### src/rtl/hdc_seq_pkg.sv
// Shared types and default widths for the hypervector operation sequencer.
package hdc_seq_pkg;

  localparam int unsigned SEQ_OP_W   = 2;
  localparam int unsigned SEQ_ADDR_W = 21;
  localparam int unsigned SEQ_DATA_W = 32;

  typedef logic [1:0] state_t;
  localparam state_t IDLE  = 2'd0;
  localparam state_t RUN   = 2'd1;
  localparam state_t DRAIN = 2'd2;

  typedef struct packed {
    logic [SEQ_OP_W-1:0]   op;
    logic [SEQ_ADDR_W-1:0] addr_a;
    logic [SEQ_ADDR_W-1:0] addr_b;
    logic [SEQ_ADDR_W-1:0] addr_c;
  } cmd_t;

endpackage

### src/rtl/hdc_cmd_fifo.sv
// Synchronous command queue; head is visible combinationally while non-empty.
module hdc_cmd_fifo
  import hdc_seq_pkg::*;
#(
  parameter int unsigned DEPTH = 4
) (
  input  logic                   clk,
  input  logic                   reset,
  input  logic                   i_push,
  input  cmd_t                   i_data,
  input  logic                   i_pop,
  output cmd_t                   o_head,
  output logic                   o_full,
  output logic                   o_empty,
  output logic [$clog2(DEPTH):0] o_count
);

  localparam int unsigned PTR_W = $clog2(DEPTH);
  localparam int unsigned CNT_W = PTR_W + 1;

  cmd_t             r_mem [DEPTH];
  logic [PTR_W-1:0] r_wr_ptr;
  logic [PTR_W-1:0] r_rd_ptr;
  logic [CNT_W-1:0] r_count;
  logic             w_do_push;
  logic             w_do_pop;

  assign o_full    = (r_count == CNT_W'(DEPTH));
  assign o_empty   = (r_count == '0);
  assign o_count   = r_count;
  assign o_head    = r_mem[r_rd_ptr];
  assign w_do_push = i_push && !o_full;
  assign w_do_pop  = i_pop && !o_empty;

  // Pointers wrap naturally because DEPTH is a power of two.
  always_ff @(posedge clk) begin
    if (reset) begin
      r_wr_ptr <= '0;
      r_rd_ptr <= '0;
      r_count  <= '0;
    end else begin
      if (w_do_push) r_wr_ptr <= r_wr_ptr + PTR_W'(1);
      if (w_do_pop)  r_rd_ptr <= r_rd_ptr + PTR_W'(1);
      case ({w_do_push, w_do_pop})
        2'b10:   r_count <= r_count + CNT_W'(1);
        2'b01:   r_count <= r_count - CNT_W'(1);
        default: r_count <= r_count;
      endcase
    end
  end

  always_ff @(posedge clk) begin
    if (w_do_push) r_mem[r_wr_ptr] <= i_data;
  end

endmodule

### src/rtl/hdc_op_sequencer.sv
// Queues kernel commands, runs one kernel at a time and owns the shared RAM port.
module hdc_op_sequencer
  import hdc_seq_pkg::*;
#(
  parameter int unsigned NUM_ENGINES = 4,
  parameter int unsigned OP_W        = SEQ_OP_W,
  parameter int unsigned FIFO_DEPTH  = 4,
  parameter int unsigned ADDR_W      = SEQ_ADDR_W,
  parameter int unsigned DATA_W      = SEQ_DATA_W
) (
  input  logic                          clk,
  input  logic                          reset,
  input  logic                          cmd_valid,
  output logic                          cmd_ready,
  input  logic [OP_W-1:0]               cmd_op,
  input  logic [ADDR_W-1:0]             cmd_addr_a,
  input  logic [ADDR_W-1:0]             cmd_addr_b,
  input  logic [ADDR_W-1:0]             cmd_addr_c,
  output logic [NUM_ENGINES-1:0]        eng_valid,
  output logic [ADDR_W-1:0]             eng_addr_a,
  output logic [ADDR_W-1:0]             eng_addr_b,
  output logic [ADDR_W-1:0]             eng_addr_c,
  input  logic [NUM_ENGINES-1:0]        eng_done,
  input  logic [NUM_ENGINES-1:0]        eng_we_n,
  input  logic [NUM_ENGINES*ADDR_W-1:0] eng_waddress,
  input  logic [NUM_ENGINES*DATA_W-1:0] eng_data_wr,
  input  logic [NUM_ENGINES*ADDR_W-1:0] eng_raddress,
  output logic                          ram_we_n,
  output logic [ADDR_W-1:0]             ram_waddress,
  output logic [DATA_W-1:0]             ram_data_wr,
  output logic [ADDR_W-1:0]             ram_raddress,
  output logic                          busy,
  output logic                          cmp_valid,
  output logic [OP_W-1:0]               cmp_op,
  output logic                          err_badop
);

  localparam int unsigned NUM_OPS = 1 << OP_W;
  localparam int unsigned CNT_W   = $clog2(FIFO_DEPTH) + 1;

  state_t                 r_state;
  cmd_t                   r_cur;
  logic [NUM_ENGINES-1:0] r_eng_valid;
  logic                   r_cmp_valid;
  logic [OP_W-1:0]        r_cmp_op;
  logic                   r_err_badop;

  state_t                 w_state_nxt;
  cmd_t                   w_cur_nxt;
  logic [NUM_ENGINES-1:0] w_eng_valid_nxt;
  logic                   w_cmp_valid_nxt;
  logic [OP_W-1:0]        w_cmp_op_nxt;
  logic                   w_err_nxt;
  logic                   w_pop;

  cmd_t                   w_cmd_in;
  cmd_t                   w_head;
  logic                   w_full;
  logic                   w_empty;
  logic [CNT_W-1:0]       w_count;
  logic                   w_push;
  logic                   w_done_sel;
  logic [NUM_OPS-1:0]     w_op_ok;

  assign w_cmd_in = '{op: cmd_op, addr_a: cmd_addr_a, addr_b: cmd_addr_b, addr_c: cmd_addr_c};
  assign w_push   = cmd_valid && cmd_ready;

  hdc_cmd_fifo #(
    .DEPTH (FIFO_DEPTH)
  ) u_fifo (
    .clk     (clk),
    .reset   (reset),
    .i_push  (w_push),
    .i_data  (w_cmd_in),
    .i_pop   (w_pop),
    .o_head  (w_head),
    .o_full  (w_full),
    .o_empty (w_empty),
    .o_count (w_count)
  );

  assign cmd_ready  = !w_full;
  assign busy       = (r_state != IDLE) || (w_count != '0);
  assign eng_valid  = r_eng_valid;
  assign eng_addr_a = r_cur.addr_a;
  assign eng_addr_b = r_cur.addr_b;
  assign eng_addr_c = r_cur.addr_c;
  assign cmp_valid  = r_cmp_valid;
  assign cmp_op     = r_cmp_op;
  assign err_badop  = r_err_badop;

  // Opcodes that map onto an attached kernel.
  always_comb begin
    w_op_ok = '0;
    for (int i = 0; i < NUM_OPS; i++) begin
      w_op_ok[i] = (i < NUM_ENGINES);
    end
  end

  // Only the running kernel reaches the RAM; everything else is parked.
  always_comb begin
    ram_we_n     = 1'b1;
    ram_waddress = '0;
    ram_data_wr  = '0;
    ram_raddress = '0;
    w_done_sel   = 1'b0;
    if (r_state == RUN) begin
      for (int i = 0; i < NUM_ENGINES; i++) begin
        if (r_cur.op == OP_W'(i)) begin
          ram_we_n     = eng_we_n[i];
          ram_waddress = eng_waddress[i*ADDR_W +: ADDR_W];
          ram_data_wr  = eng_data_wr[i*DATA_W +: DATA_W];
          ram_raddress = eng_raddress[i*ADDR_W +: ADDR_W];
          w_done_sel   = eng_done[i];
        end
      end
    end
  end

  always_comb begin
    w_state_nxt     = r_state;
    w_cur_nxt       = r_cur;
    w_eng_valid_nxt = '0;
    w_cmp_valid_nxt = 1'b0;
    w_cmp_op_nxt    = r_cmp_op;
    w_err_nxt       = 1'b0;
    w_pop           = 1'b0;
    case (r_state)
      IDLE: begin
        if (!w_empty) begin
          w_pop     = 1'b1;
          w_cur_nxt = w_head;
          if (w_op_ok[w_head.op]) begin
            w_state_nxt     = RUN;
            w_eng_valid_nxt = NUM_ENGINES'(1) << w_head.op;
          end else begin
            w_err_nxt = 1'b1;
          end
        end
      end
      RUN: begin
        w_eng_valid_nxt = r_eng_valid;
        if (w_done_sel) begin
          w_state_nxt     = DRAIN;
          w_eng_valid_nxt = '0;
          w_cmp_valid_nxt = 1'b1;
          w_cmp_op_nxt    = r_cur.op;
        end
      end
      DRAIN: begin
        w_state_nxt = IDLE;
      end
      default: begin
        w_state_nxt = IDLE;
      end
    endcase
  end

  always_ff @(posedge clk) begin
    if (reset) begin
      r_state     <= IDLE;
      r_cur       <= '0;
      r_eng_valid <= '0;
      r_cmp_valid <= 1'b0;
      r_cmp_op    <= '0;
      r_err_badop <= 1'b0;
    end else begin
      r_state     <= w_state_nxt;
      r_cur       <= w_cur_nxt;
      r_eng_valid <= w_eng_valid_nxt;
      r_cmp_valid <= w_cmp_valid_nxt;
      r_cmp_op    <= w_cmp_op_nxt;
      r_err_badop <= w_err_nxt;
    end
  end

endmodule

### config.mk
export PLATFORM = sky130hd
export DESIGN_NAME = hdc_op_sequencer
export DESIGN_NICKNAME = d
export VERILOG_FILES = /design/src/rtl/hdc_seq_pkg.sv /design/src/rtl/hdc_cmd_fifo.sv /design/src/rtl/hdc_op_sequencer.sv
export SDC_FILE = /design/constraint.sdc
export NUM_CORES = 1
export LEC_CHECK = 0
export CAP_MARGIN = 20
export CELL_PAD_IN_SITES_DETAIL_PLACEMENT = 0
export CELL_PAD_IN_SITES_GLOBAL_PLACEMENT = 1
export CORE_MARGIN = 8
export CORE_UTILIZATION = 33
export DETAILED_ROUTE_END_ITERATION = 10
export GPL_TIMING_DRIVEN = 1
export PLACE_DENSITY = 0.75
export SETUP_SLACK_MARGIN = 0.1
export SYNTH_ARGS = -nofsm -noshare
export SYNTH_HDL_FRONTEND = slang
export SYNTH_SLANG_ARGS = --single-unit
### constraint.sdc
create_clock -name clk -period 3.3 [get_ports clk]
set_clock_uncertainty 0.2 [all_clocks]
set_input_delay 0.825 -clock clk [delete_from_list [all_inputs] [get_ports clk]]
set_output_delay 0.825 -clock clk [all_outputs]
set_load 0.02 [all_outputs]
==> flow_metrics.py, run 1 <==
metrics = {
    "layout": {
        "fin_nets": 1819,
        "final_cell_mix": "clkdlybuf4s50_1, edfxtp_1, mux4_2, dfxtp_1, a21oi_1",
        "final_cells": 2082,
        "layout_commonest_cell": "clkdlybuf4s50_1",
        "drive_gt1_share_pct": 24.51,
        "area_delta_synth_final_pct": 46.34,
    },
    "detailed_routing": {
        "ant_nets": 0,
        "detail_route.first_pass.iterations": 5,
        "wl_per_cell_um": 28.48,
        "drc_errors": 0,
        "viasPerCell": 5.164,
        "wirelength_mm": 59.30,
        "drt_iter0_drc": 672,
        "vias": 10751,
    },
    "placement": {
        "gp_congestion": 0.9707,
        "place_inst": 1985,
        "io_buffers": 518,
        "pre_cts_slack_ns": -0.5429,
        "hpwlAfterDp_mm": 43.55,
    },
    "min_path": {
        "hold_path_depth": 2,
        "hp-class": "flip-flop to flip-flop",
    },
    "floorplan": {
        "die_y_um": 232.0,
        "rows": 79,
        "initial_core_util_pct": 33.29,
        "die_w_um": 232.0,
        "core_um2": 46260,
        "dieArea_um2": 53830,
        "io-pin-count": 520,
    },
    "timing": {
        "finalCritPeriodShare_pct": 97.65,
        "rsz0062_at_grt": "yes",
        "fin_ws_ns": 0.07740,
        "max_freq_mhz": 310.3,
        "finalHoldViolCount": 0,
        "fin_hold_ws_ns": 0.2634,
        "slew_headroom_pct": 37.62,
        "worstMarginPinSlew_ns": 0.9357,
        "slew_violations": 0,
        "setup_viol": 0,
        "finalCriticalPeriod_ns": 3.223,
    },
    "synth": {
        "syn_inst": 967,
        "synth_ff_type": "edfxtp_1",
        "yosys.area.top_type": "edfxtp_1",
        "synth_area_leaders": "edfxtp_1, mux4_2, dfxtp_1, buf_4, nor2b_1",
        "synth_edf_count": 260,
        "async_flop_share_pct": 0,
        "syn_nets": 1345,
        "ys_seq_area_share_pct": 61.49,
        "yosys_warnings": 0,
        "synth.avg_cell_area_um2": 15.92,
        "ys_ff_latch": 343,
        "synth_top_area_share_pct": 50.70,
        "synth_area_um2": 15400,
        "synth.distinct_cells": 37,
    },
    "critical_path": {
        "worstPathCellList": "buf_4 -> buf_16 -> buf_6 -> mux4_2 -> nor2b_1 -> buf_4",
        "cpLargestDelayFamily": "buffers and inverters",
        "crit_buf_inv": 4,
        "cp-end-kind": "primary output",
        "cpPeakStageDelay_ns": 0.53,
        "path_class": "flip-flop to primary output",
        "worstSetupPathDepth": 6,
        "cp.required_ns": 2.27,
        "rr_worst_depth": 8,
        "cp.arrival_ns": 2.20,
        "slowest_stage": "mux4_2",
        "cp_max_fo": 9,
        "start_kind": "flip-flop",
        "critical_path.most_common_cell": "buf_4",
    },
    "global_routing": {
        "grt_pass1_vias": 11195,
        "grt_overflow": 0,
        "gr-usage-all-layers_pct": 21.11,
        "antenna_found_initial": 18,
        "grt_pass1_wl_mm": 82.84,
        "grt_max_degree": 72,
    },
    "pwr": {
        "leakagePower_uw": 0.007558,
        "ir_drop_mv": 0.5534,
        "cellPowerDensity_nw_per_um2": 764.2,
    },
    "outcome": {
        "outcome": "finished clean",
    },
    "clocking": {
        "path_clk_slew_ns": 0.06,
        "cts_inserted_buffers": 36,
        "cts.root.buffer_cell": "clkbuf_16",
        "worstSkewPairLatency_ns": 0.52,
        "clockBufferDepth": 3,
        "cts_hold_buf": 0,
        "cts_tree": "yes",
        "numClockSinks": 343,
        "cts_max_level": 2,
    },
    "job": {
        "drv_cap": 0,
    },
}
## worst reg2reg max path, stage by stage, from the launching register on
cell and delay (ns):
dfxtp_1 0.41, or3b_1 0.53, nand2_1 0.13, ha_1 0.18
inv_1 0.06, fa_1 0.37, xor2_1 0.17, or3_1 0.31
a21oi_1 0.14
## metrics by stage
step | area [µm²] | total power (µW) | setup TNS [ns] | utilization, %
3_5_place_dp | 21010 | 12810 | -9.840 | 45.42
2_1_floorplan | 15400 | 10020 | 0 | -
4_1_cts | 22460 | 17350 | 0 | 48.54
6_report | 22530 | 17220 | 0 | 48.71
5_1_grt | 22520 | 18020 | 0 | 48.69
3_3_place_gp | 21010 | 12760 | -10.27 | 45.42
## flip-flops by register name (all words and copies together) (netlist names), named ones only
| name | count |
|---|---|
| u_fifo.r_mem | 260 |
| eng_valid | 4 |
| cmp_op | 2 |
| eng_addr_b | 21 |
| r_cur | 2 |
| eng_addr_a | 21 |
| eng_addr_c | 21 |
| r_state | 2 |
| cmp_valid | 1 |
| u_fifo.o_count | 3 |
| u_fifo.r_wr_ptr | 2 |
| u_fifo.r_rd_ptr | 2 |
## report_power, final
| group | total [µW] | internal [µW] | switching, µW | leakage (µW) |
|---|---|---|---|---|
| registers | 5670 | 5290 | 387 | 0.00307 |
| clock network | 4210 | 2540 | 1670 | 0.000600 |
| logic | 7340 | 3510 | 3820 | 0.00389 |
| total | 17200 | 11300 | 5890 | 0.00756 |
## cells by family after synthesis
kind of cell	after synthesis	share of synthesized area (%)
xor+xnor	2	0.1138
flops	343	61.49
fa+ha+maj	6	0.5363
other cells	1	0.02435
buf+inv	151	5.737
simple gates	174	6.395
compound gates	147	4.948
mux	143	20.75
## layer usage
| metal | routed length (µm) | vias up | global-route usage, % |
|---|---|---|---|
| met2 | 30470 | 443 | 37.28 |
| met3 | 4193 | 85 | 5.497 |
| met4 | 1211 | 12 | 4.604 |
| met5 | 78 | - | 0 |
| li1 | - | 4695 | - |
| met1 | 23340 | 5516 | 25.69 |
## synth_stat cells (3+ instances only)
library cell and instances:
a21oi_1 72, and3_1 4, buf_1 6, buf_2 16, buf_4 73, buf_6 3, clkbuf_1 46, dfxtp_1 83
edfxtp_1 260, ha_1 5, inv_1 7, mux4_2 141, nand2_1 6, nand3_1 68, nor2_1 6, nor2b_1 75
o21ai_0 67
## worst paths after layout
check / from / end / slack [ns]
worst min-delay path: cmp_op[0] / cmp_op[0] / 0.26
worst max-delay path: r_cur[63] / ram_raddress[17] / 0.08
worst max register to register: u_fifo.o_count[2] / u_fifo.o_count[2] / 0.73
worst min register to register: cmp_op[0] / cmp_op[0] / 0.26
## layout make-up
cell class / instances / area, µm²
multi-input combinational: 473 / 5169
sequential: 343 / 9484
antenna: 6 / 15.01
clock inverter: 20 / 247.7
clock buffer: 46 / 989.7
inverter: 7 / 26.28
tap: 607 / 759.5
timing repair buffer: 580 / 5843
fill: 4057 / 23730
## timing repair
item | CTS | global route
setup buffers | 14 | 6
cloned | 4 | 2
setup endpoints to repair | 71 | 45
resized for setup | 277 | 29
No activity file was read; power rests on OpenSTA's default activity.
==> run 2, diff against run 1 <==
--- a/config.mk
+++ b/config.mk
@@ -8,6 +8,7 @@
 export CAP_MARGIN = 20
 export CELL_PAD_IN_SITES_DETAIL_PLACEMENT = 0
 export CELL_PAD_IN_SITES_GLOBAL_PLACEMENT = 1
+export CORE_ASPECT_RATIO = 1.1
 export CORE_MARGIN = 8
 export CORE_UTILIZATION = 33
 export DETAILED_ROUTE_END_ITERATION = 10
==> run 2 against run 1 <==
Compared with the run above:
- fmax fell by 2.1%
- flip-flop and latch count is the same
- combinational power up 5.6%
- non-clock buffer count grew 5
- worst hold slack gained 0.0086 ns
- count of clock-buffer cells in the layout is 7 higher
==> flow_metrics.py, run 2 (synthesized netlist as in run 1, its figures left out) <==
metrics = {
    "clocking": {
        "clockBufferDepth": 3,
        "cts_hold_buf": 0,
        "cts_tree": "yes",
        "cts_max_level": 2,
        "numClockSinks": 343,
        "cts.root.buffer_cell": "clkbuf_16",
        "worstSkewPairLatency_ns": 0.52,
        "cts_inserted_buffers": 36,
        "path_clk_slew_ns": 0.06,
    },
    "min_path": {
        "min_from": "eng_addr_b[13]",
        "hold_path_depth": 2,
        "holdPathEnd": "eng_addr_b[13]",
        "hp-class": "flip-flop to flip-flop",
    },
    "outcome": {
        "outcome": "finished clean",
    },
    "global_routing": {
        "grt_max_degree": 72,
        "grt_pass1_vias": 11004,
        "antenna_found_initial": 23,
        "gr-usage-all-layers_pct": 20.67,
        "grt_pass1_wl_mm": 81.92,
        "grt_overflow": 0,
    },
    "layout": {
        "fillCellCount": 4001,
        "final_cell_mix": "clkdlybuf4s50_1, edfxtp_1, mux4_2, dfxtp_1, a21oi_1",
        "drive_gt1_share_pct": 26.29,
        "final_area_um2": 22830,
        "fin_nets": 1825,
        "seqCellArea_um2": 9485,
        "layout_commonest_cell": "clkdlybuf4s50_1",
        "largest_register": "u_fifo.r_mem",
        "largest_reg_flops": 260,
        "final_cells": 2081,
        "area_delta_synth_final_pct": 48.26,
        "multi_input_comb_area_um2": 5390,
        "finish.utilization_pct": 49.18,
    },
    "critical_path": {
        "crit_buf_inv": 2,
        "worstPathCellList": "clkdlybuf4s50_1 -> mux4_2 -> or2_4 -> buf_6",
        "rr_worst_depth": 8,
        "cp.arrival_ns": 2.27,
        "cp.required_ns": 2.27,
        "path_class": "input port to primary output",
        "cp-end-kind": "primary output",
        "r2r_start": "u_fifo.o_count[2]",
        "startpoint": "eng_we_n[3]",
        "slowest_stage": "mux4_2",
        "cpPeakStageDelay_ns": 0.55,
        "ff2ff_setup_slack_ns": 0.72,
        "cpLargestDelayFamily": "buffers and inverters",
        "r2r-end": "u_fifo.o_count[2]",
        "start_kind": "input port",
        "cp_max_fo": 1,
    },
    "pwr": {
        "ir_drop_mv": 0.5743,
        "leakagePower_uw": 0.007658,
        "p_total_uw": 17260,
        "cellPowerDensity_nw_per_um2": 755.9,
    },
    "placement": {
        "place_inst": 1976,
        "io_buffers": 518,
        "hpwlAfterDp_mm": 42.19,
        "gp_congestion": 0.9058,
        "place_area_um2": 20980,
    },
    "floorplan": {
        "initial_core_util_pct": 33.17,
        "io-pin-count": 520,
        "die_y_um": 242.6,
        "dieArea_um2": 53840,
        "rows": 83,
        "core_um2": 46420,
        "die_w_um": 222.0,
    },
    "detailed_routing": {
        "drt_iter0_drc": 633,
        "drc_errors": 0,
        "detail_route.first_pass.iterations": 5,
        "ant_nets": 0,
        "vias": 10707,
        "viasPerCell": 5.145,
        "wirelength_mm": 57.90,
        "wl_per_cell_um": 27.82,
    },
    "timing": {
        "finalHoldViolCount": 0,
        "slew_headroom_pct": 38.37,
        "setup_viol": 0,
        "slew_violations": 0,
        "rsz0062_at_grt": "yes",
        "worstMarginPinSlew_ns": 0.9245,
        "max_freq_mhz": 303.7,
        "finalCriticalPeriod_ns": 3.292,
        "finalCritPeriodShare_pct": 99.76,
    },
    "job": {
        "drv_cap": 0,
    },
}
-- run 2: cell count changes in the layout (fill, tap and decap cells not counted), moves of 7 or more --
cell             change
nor2b_4             +28
diode_2              +8
buf_6               +35
buf_2               -29
dlygate4sd2_1        -7
clkbuf_1             +7
clkdlybuf4s50_1      +7
nor2b_1             -28
-- run 2: worst max-delay path by stage --
stage	endpoint	depth (start not counted)	slack, ns
after global routing	ram_data_wr[22]	6	0.008
after CTS	ram_data_wr[2]	7	-0.04
after floorplan	ram_we_n	2	0.73
after global placement	ram_we_n	4	-0.35
after detailed placement	ram_we_n	4	-0.33
final	ram_we_n	4	0.008
-- run 2: cell type report --
type | count | share of cell area, %
Antenna cell | 14 | 0.1535
Clock buffer | 53 | 4.450
Clock inverter | 10 | 0.4165
Inverter | 7 | 0.1151
Multi-Input combinational cell | 474 | 23.61
Sequential cell | 343 | 41.55
Tap cell | 595 | 3.261
Timing Repair Buffer | 585 | 26.45
-- run 2: worst min-delay path, stage by stage (launching register included) --
cell	delay (ns)
dfxtp_1	0.30
o21ai_0	0.06
a21oi_1	0.06
-- run 2: layer usage --
metal	routed length [µm]	global-route usage, %	vias up
met3	4609	6.404	95
met1	22730	25.13	5428
met4	2022	8.855	14
li1	-	-	4718
met5	88	0	-
met2	28460	33.75	452
-- run 2: where the power goes --
part           switching (µW)  total, µW  internal, µW
clock network            1610       3830          2230
registers                 391       5680          5290
logic                    3950       7750          3790
total                    5950      17300         11300
-- run 2: through the flow --
| stage | setup slack, ns | TNS [ns] | hold WS [ns] |
|---|---|---|---|
| detailed placement | -0.3328 | -8.754 | 0.2601 |
| CTS | -0.04437 | -0.1528 | 0.2742 |
| floorplan | 0.7268 | 0 | 0.2543 |
| global placement | -0.3538 | -9.045 | 0.2529 |
| finish | 0.007784 | 0 | 0.2719 |
| global route | 0.008186 | 0 | 0.2962 |
-- run 2: repair_timing --
item / in CTS / in global routing
endpoints found under the hold margin: 0 / 0
gates resized for setup: 286 / 135
endpoints found under the setup margin: 73 / 54
gates cloned: 5 / 1
setup buffers: 19 / 8
pin swaps: 0 / 1
